`config.mk`:
```
export PLATFORM = sky130hd
export DESIGN_NAME = spi_accel_responder
export DESIGN_NICKNAME = d
export VERILOG_FILES = /design/src/rtl/spi_accel_responder.sv
export SDC_FILE = /design/constraint.sdc
export NUM_CORES = 1
export LEC_CHECK = 0
export BUFFER_PORTS_ARGS = -buffer_cell sky130_fd_sc_hd__buf_2
export CORE_UTILIZATION = 50
export CTS_BUF_LIST = sky130_fd_sc_hd__clkbuf_2 sky130_fd_sc_hd__clkbuf_4 sky130_fd_sc_hd__clkbuf_8
export DETAILED_ROUTE_END_ITERATION = 7
export PLACE_DENSITY = 0.75
export SYNTH_ARGS = -nofsm -noshare
export SYNTH_HDL_FRONTEND = slang
export SYNTH_SLANG_ARGS = --single-unit
export TNS_END_PERCENT = 1
```
`constraint.sdc`:
```
create_clock -name clk -period 4.91 [get_ports clk]
set_clock_uncertainty 0.15 [all_clocks]
set_input_delay 0.7365 -clock clk [delete_from_list [all_inputs] [get_ports clk]]
set_output_delay 0.7365 -clock clk [all_outputs]
set_load 0.005 [all_outputs]
```
`src/rtl/spi_accel_responder.sv`:
```
// SPI mode-0 responder emulating a small accelerometer register file, oversampled on clk.
// Decodes read (0x0B) / write (0x0A) commands; sensor bytes are snapshotted at cs fall.
module spi_accel_responder (
  input  logic       clk,
  input  logic       rst,
  input  logic       sclk,
  input  logic       cs,
  input  logic       mosi,
  output logic       miso,
  input  logic [7:0] x_val,
  input  logic [7:0] y_val,
  input  logic [7:0] z_val,
  input  logic [7:0] status_val,
  output logic       wr_valid,
  output logic [5:0] wr_addr,
  output logic [7:0] wr_data
);

  typedef enum logic [2:0] {IDLE, CMD, ADDR, DATA, IGNORE} state_t;

  state_t      state;
  logic [2:0]  sclk_sync;
  logic [2:0]  cs_sync;
  logic [1:0]  mosi_sync;
  logic [2:0]  bit_cnt;
  logic [6:0]  shift_in;
  logic [7:0]  tx_sr;
  logic        read_mode;
  logic [5:0]  addr;
  logic [7:0]  power_ctl;
  logic [7:0]  x_shadow, y_shadow, z_shadow, status_shadow;

  logic        sclk_rise, sclk_fall, cs_fall, cs_rise;
  logic [7:0]  byte_next;
  logic [5:0]  rd_addr;
  logic [7:0]  rd_data;

  // Index 1 is the synchronized level, index 2 its one-cycle-old copy.
  assign sclk_rise = sclk_sync[1] & ~sclk_sync[2];
  assign sclk_fall = ~sclk_sync[1] & sclk_sync[2];
  assign cs_fall   = ~cs_sync[1] & cs_sync[2];
  assign cs_rise   = cs_sync[1] & ~cs_sync[2];
  assign byte_next = {shift_in, mosi_sync[1]};

  // On the address byte the freshly received address is read directly.
  assign rd_addr = (state == ADDR) ? byte_next[5:0] : addr;

  always_comb begin
    rd_data = 8'h00;
    case (rd_addr)
      6'h00:   rd_data = 8'hAD;
      6'h01:   rd_data = 8'h1D;
      6'h02:   rd_data = 8'hF2;
      6'h08:   rd_data = x_shadow;
      6'h09:   rd_data = y_shadow;
      6'h0A:   rd_data = z_shadow;
      6'h0B:   rd_data = status_shadow;
      6'h2D:   rd_data = power_ctl;
      default: rd_data = 8'h00;
    endcase
  end

  always_ff @(posedge clk) begin
    if (rst) begin
      state         <= IDLE;
      sclk_sync     <= '0;
      cs_sync       <= '0;
      mosi_sync     <= '0;
      bit_cnt       <= '0;
      shift_in      <= '0;
      tx_sr         <= '0;
      read_mode     <= 1'b0;
      addr          <= '0;
      power_ctl     <= '0;
      x_shadow      <= '0;
      y_shadow      <= '0;
      z_shadow      <= '0;
      status_shadow <= '0;
      miso          <= 1'b0;
      wr_valid      <= 1'b0;
      wr_addr       <= '0;
      wr_data       <= '0;
    end else begin
      sclk_sync <= {sclk_sync[1:0], sclk};
      cs_sync   <= {cs_sync[1:0], cs};
      mosi_sync <= {mosi_sync[0], mosi};
      wr_valid  <= 1'b0;

      if (cs_fall) begin
        state         <= CMD;
        bit_cnt       <= '0;
        miso          <= 1'b0;
        x_shadow      <= x_val;
        y_shadow      <= y_val;
        z_shadow      <= z_val;
        status_shadow <= status_val;
      end else if (cs_rise) begin
        state   <= IDLE;
        bit_cnt <= '0;
        miso    <= 1'b0;
      end else if (state != IDLE && state != IGNORE) begin
        if (sclk_rise) begin
          shift_in <= byte_next[6:0];
          bit_cnt  <= bit_cnt + 3'd1;
          if (bit_cnt == 3'd7) begin
            case (state)
              CMD: begin
                if (byte_next == 8'h0B) begin
                  read_mode <= 1'b1;
                  state     <= ADDR;
                end else if (byte_next == 8'h0A) begin
                  read_mode <= 1'b0;
                  state     <= ADDR;
                end else begin
                  state <= IGNORE;
                end
              end
              ADDR: begin
                state <= DATA;
                if (read_mode) begin
                  tx_sr <= rd_data;
                  addr  <= byte_next[5:0] + 6'd1;
                end else begin
                  addr  <= byte_next[5:0];
                end
              end
              DATA: begin
                addr <= addr + 6'd1;
                if (read_mode) begin
                  tx_sr <= rd_data;
                end else begin
                  wr_valid <= 1'b1;
                  wr_addr  <= addr;
                  wr_data  <= byte_next;
                  if (addr == 6'h2D) power_ctl <= byte_next;
                end
              end
              default: state <= IDLE;
            endcase
          end
        end else if (sclk_fall && state == DATA && read_mode) begin
          miso  <= tx_sr[7];
          tx_sr <= {tx_sr[6:0], 1'b0};
        end
      end
    end
  end

endmodule
```
### After elaboration in Yosys (flattened, before gate mapping)

Cells that the tools add are included.

| cells by class | value |
|---|---|
| add/sub/neg operators | 3 |
| equal/unequal tests | 19 |
| mux-type cells | 20 |
| bitwise operators | 15 |
| reductions and logical operators | 24 |

Operators with widths:

| operator | number |
|---|---|
| case mux 8 bit (8 select lines) | 1 |
| two-way mux 8 bit | 5 |
| == test 6 x 4 -> 1 bit, second input constant | 4 |
| AND reduction 7 bit | 3 |
| == test 8 x 4 -> 1 bit, second input constant | 2 |
| adder 6 x 1 -> 6 bit, second input constant | 2 |
| == test 6 bit, second input constant | 2 |
| two-way mux 6 bit | 2 |
| case mux 6 bit (2 select lines) | 1 |
| AND reduction 4 bit | 3 |
| nonzero test 3 bit | 4 |
| inverter 1 bit | 11 |
| case mux 3 bit (3 select lines) | 1 |
| two-way mux 1 bit | 8 |
| AND reduction 8 bit | 1 |
| OR reduction 7 bit | 1 |
| == test 3 x 2 -> 1 bit, second input constant | 2 |
| == test 6 x 1 -> 1 bit, second input constant | 1 |
| == test 6 x 2 -> 1 bit, second input constant | 1 |
| logical NOT 6 bit | 1 |
| two-way mux 3 bit | 2 |
| inequality test 3 bit, second input constant | 2 |
| AND reduction 6 bit | 1 |
| nonzero test 2 bit | 3 |
| 11 further kinds | 17 |

| word-level totals | value |
|---|---|
| register bits after elaboration | 92 |
| output and inout port bits | 16 |

### Logic depth before layout (Yosys ltp)

| logic depth | value |
|---|---|
| depth in word-level cells | 9 |
| gate-level depth with buffers | 9 |

### Worst setup path before layout

OpenSTA, ideal clock, no wires.

| path | value |
|---|---|
| path kind | register to register |
| start point | register state[0] |
| end point | register tx_sr[3] |
| arrival time | 1.984 ns |
| path slack | 2.702 ns |
| cell stages (with the launch flop) | 8 |
| buffers on the path | 1 |
| cell sequence | dfxtp_1 > buf_2 > nor3b_4 > mux2i_4 > mux2i_1 > a2111oi_1 > o31ai_1 > a31oi_1 |

| on the way | value |
|---|---|
| cells in the longest elaborated chain, start to end | 8 |

Ends and longest elaborated chain:

| element | RTL line | text |
|---|---|---|
| start: declaration | 21 | `state_t state;` |
| start signal: assignment | 65 | `state <= IDLE;` |
| start signal: assignment | 90 | `state <= CMD;` |
| start signal: assignment | 98 | `state <= IDLE;` |
| == test 3 x 2 -> 1 bit | 46, 106 |  |
| two-way mux 6 bit | 46 | `assign rd_addr = (state == ADDR) ? byte_next[5:0] : addr;` |
| == test 6 bit, or another cell as far along | 50 | `case (rd_addr)` |
| case mux 8 bit (8 select lines) | 50 |  |
| two-way mux 8 bit | 120, 129 |  |
| two-way mux 8 bit | n/a |  |
| two-way mux 8 bit | 105 | `if (bit_cnt == 3'd7) begin` |
| two-way mux 8 bit | 102 | `if (sclk_rise) begin` |
| end signal: assignment | 121 | `tx_sr <= rd_data;` |
| end signal: assignment | 130 | `tx_sr <= rd_data;` |
| end signal: assignment | 143 | `tx_sr <= {tx_sr[6:0], 1'b0};` |
| end: declaration | 27 | `logic [7:0] tx_sr;` |

Several ways; a longest one is shown, not always the timed one. The select of a mux whose other input is x is not followed.
A chain may end at the register's enable or synchronous reset.

### Worst setup path after layout

| path | value |
|---|---|
| start point | register state[1] |
| end point | register power_ctl[7] |

| on the way | value |
|---|---|
| cells in the longest elaborated chain, start to end | 3 |

Ends and longest elaborated chain:

| element | RTL line | text |
|---|---|---|
| inequality test 3 bit / nonzero test 3 bit (equally long branches) | 101 | `end else if (state != IDLE && state != IGNORE) begin` |
| logical AND 1 bit | 101 |  |
| AND reduction 8 bit (no line) (*) | n/a |  |
| end signal: assignment | 135 | `if (addr == 6'h2D) power_ctl <= byte_next;` |
| end: declaration | 30 | `logic [7:0] power_ctl;` |

Every way passes the cells marked *; elsewhere a longest branch is shown, timed or not.

==> results.md <==
* CP bufs+invs at 0
* DR vias/cell at 5.83
* Sw power at 0.000312 W
* I/O Buffers at 52
* # Max-Cap Violations at 0
* Core Util, Final at 57.9%
* Cts repair resizes at 0
* Cells after Synth at 489
* Layout area overhead at 10.4%
* Placer Congestion at 0.926
* Mapped Nets at 534
* Top cells by count, synth: dfxtp_1, nor2_1, mux2i_1, clkbuf_1, nand2_1
* R2R Setup Slk at 2030 ps
* Top delay family on crit path: simple AND/OR/NAND/NOR gates
* CP peak stage delay at 640 ps
* Tmin final at 2880 ps
* Fin. max-slew vios at 0
* Fin Setup TNS at 0 ps
* Fin nets at 561
* Power Density at 277 nW/um^2
* Wl on met1 at 4520 um
* Worst R2R Path Depth at 6
* GRT Total Usage at 23.4%
* Initial antenna violation count at 0
* Post-synth ARST share at 0%
* Top Metal Used: met4
* Internal at 0.00103 W
* Met3 wire length at 533 um
* Final WL at 9960 um
* Vias in the first global route at 3,428
* WP data arrival at 2950 ps
* CTS Sinks at 92
* Final Hold Viols at 0
* Mean area per synthesized cell at 8.99 sq um
* Clock-pin slew on the worst setup and hold paths at 90 ps
* Pin slew with the least headroom to its limit at 1100 ps
* Final ANT Viol Nets at 0
* Pin count of the biggest net entering global routing at 53
* Reg power frac at 56.5%
* Detail Placement HPWL at 7010 um
* Critical path's slowest cell: nand4_2
* Sequential area share after synthesis at 41.9%
* Tcrit/Tclk final at 58.6%
* Post CTS Setup Buffer Count at 0
* Met2 WL at 4770 um
* Worst IR Drop VDD at 0.167 mV
* Share of layout cells above drive strength 1 at 15.2%
* Drt wl/cell at 15.9 um
* Starting Density at 52.5%
* Fmax achieved at 348 MHz
* DR DRC count at 0
* Yosys reg bits at 92
* Die Span X at 95.8 um
* Most frequent cell after synthesis: dfxtp_1
* Yosys Warn Count at 0
* Max_slew headroom at 26.6%
* CP Launch Type: register
* Io pins at 53
* Starting DRT DRC Count at 158
* Netlist cell types at 58
* Total Die Area at 9170 sq um
* Most used DFF post-synth: dfxtp_1
* Combinational share of power at 4.0%
* Global route overflow at 0
* Crit. End Element: register
* Setup crit start: state[1]
* Leakage at 1.93 nW
* Switching part of the total power at 23.2%
* Clk pwr share at 39.4%
* CTS tree: done
* Post-synth EDFFs at 0
* Power Total at 0.00134 W
* Skew-Pair Late Insertion Delay at 370 ps
* RSZ-0062 raised after global routing: no
* Reg2reg end: power_ctl[7]
* Status: finished clean
* Detailed Routing Iterations Pass 1 at 5
* Crit-path max FO at 17
* CORE AREA at 8380 sq um
* Final setup fails at 0
* Worst path required time at 4980 ps
* H-tree Lvls at 3
* Die height at 95.8 um
* Dominant cells by area after synthesis: dfxtp_1, mux2i_1, nor2_1, clkbuf_1, ha_1
* FP Rows at 33
* Hold-critical path depth at 1
* Worst hold start: mosi_sync[0]
* Yosys top cell by area: dfxtp_1
* Hold crit path type: reg -> reg
* Root Buffer: clkbuf_8
* Hold EP: mosi_sync[1]
* Post-Synthesis Cell Area at 4400 sq um
* CTS Hold Bufs at 0
* First-pass GRT wire length at 16,400 um
* Total number of vias at 3,649
* CTS Buf Count at 9
* Critical path, cell by cell: nor2b_1, and2_1, nand4_2, nor2_4, mux2i_1, nor2_1
* Critical path class: reg -> reg
* Post-synth top area share at 41.9%
* Antenna Cells at 0
* CTS max path bufs at 2
* Worst R2R Start: state[1]
==> logic make-up (layout without fill, tap and decap cells) <==
logic type	Yosys count	after routing	synth area share, %
xor gates and xnor gates	6	6	1.19
muxes	65	65	15.1
DFF	92	92	41.9
adders and majority gates	8	8	2.28
and+or+nand+nor	168	168	18.7
buffers and inverters	45	77	4.24
AOI/OAI and AO/OA	105	105	16.6
==> worst reg2reg max path, cell delays in order (launching register included) <==
cell	delay [ps]
dfxtp_1	460
nor2b_1	230
and2_1	440
nand4_2	640
nor2_4	510
mux2i_1	250
nor2_1	50
==> power by group through the flow <==
| stage | Combinational (W) | Sequential [W] | Clock [W] |
|---|---|---|---|
| 2_1_floorplan | 0.0000342 | 0.000774 | 0 |
| 3_3_place_gp | 0.0000532 | 0.000777 | 0 |
| 3_5_place_dp | 0.0000544 | 0.000777 | 0 |
| 4_1_cts | 0.0000544 | 0.000760 | 0.000546 |
| 5_1_grt | 0.0000598 | 0.000761 | 0.000576 |
| 6_report | 0.0000541 | 0.000760 | 0.000530 |
==> cells in the final DEF (no fill, tap or decap), types with 7 or more instances in the layout <==
master / instances
dfxtp_1: 92
nor2_1: 79
mux2i_1: 64
buf_2: 52
nand2_1: 21
o21ai_0: 20
a21oi_1: 17
nor2b_1: 10
nand3_1: 10
a31oi_1: 10
clkbuf_8: 10
nand2b_1: 8
inv_1: 7
nor3_1: 7
o21bai_1: 7
ha_1: 7
==> routing by layer <==
layer	up-vias	global-route usage, %
li1	1797	-
met1	1728	28.2
met2	112	40.1
met3	12	5.69
met4	0	8.96
met5	-	0
==> per-stage QoR <==
step | worst slack [ps] | cell area [sq um] | instances | hold WS (ps)
after global routing | 1830 | 4860 | 626 | 320
after floorplan | 2700 | 4400 | 489 | 264
after detailed placement | 2070 | 4650 | 610 | 279
after CTS | 2060 | 4860 | 626 | 300
after global placement | 2200 | 4650 | 610 | 276
final | 2030 | 4860 | 626 | 294
==> registers in the layout, summed over array words and instances, names as in the netlist, 6 cells and up <==
name,cells
power_ctl,8
status_shadow,8
tx_sr,8
wr_data,8
x_shadow,8
y_shadow,8
z_shadow,8
shift_in,7
addr,6
wr_addr,6
==> final cells by class <==
class	instances	area (sq um)
Inverter	7	26.3
Clock buffer	10	138
Tap cell	105	131
Sequential cell	92	1840
Fill cell	750	3520
Multi-Input combinational cell	352	2370
Timing Repair Buffer	54	275
Clock inverter	6	72.6
==> how the worst max path moves through the flow <==
stage | to | slack (ps) | cells past startpoint
6_report | power_ctl[7] | 2030 | 6
5_1_grt | power_ctl[7] | 1830 | 6
4_1_cts | power_ctl[7] | 2060 | 6
3_5_place_dp | power_ctl[7] | 2070 | 6
3_3_place_gp | power_ctl[1] | 2200 | 6
2_1_floorplan | tx_sr[3] | 2700 | 7
Note: power is estimated with default switching activity, not from simulation.
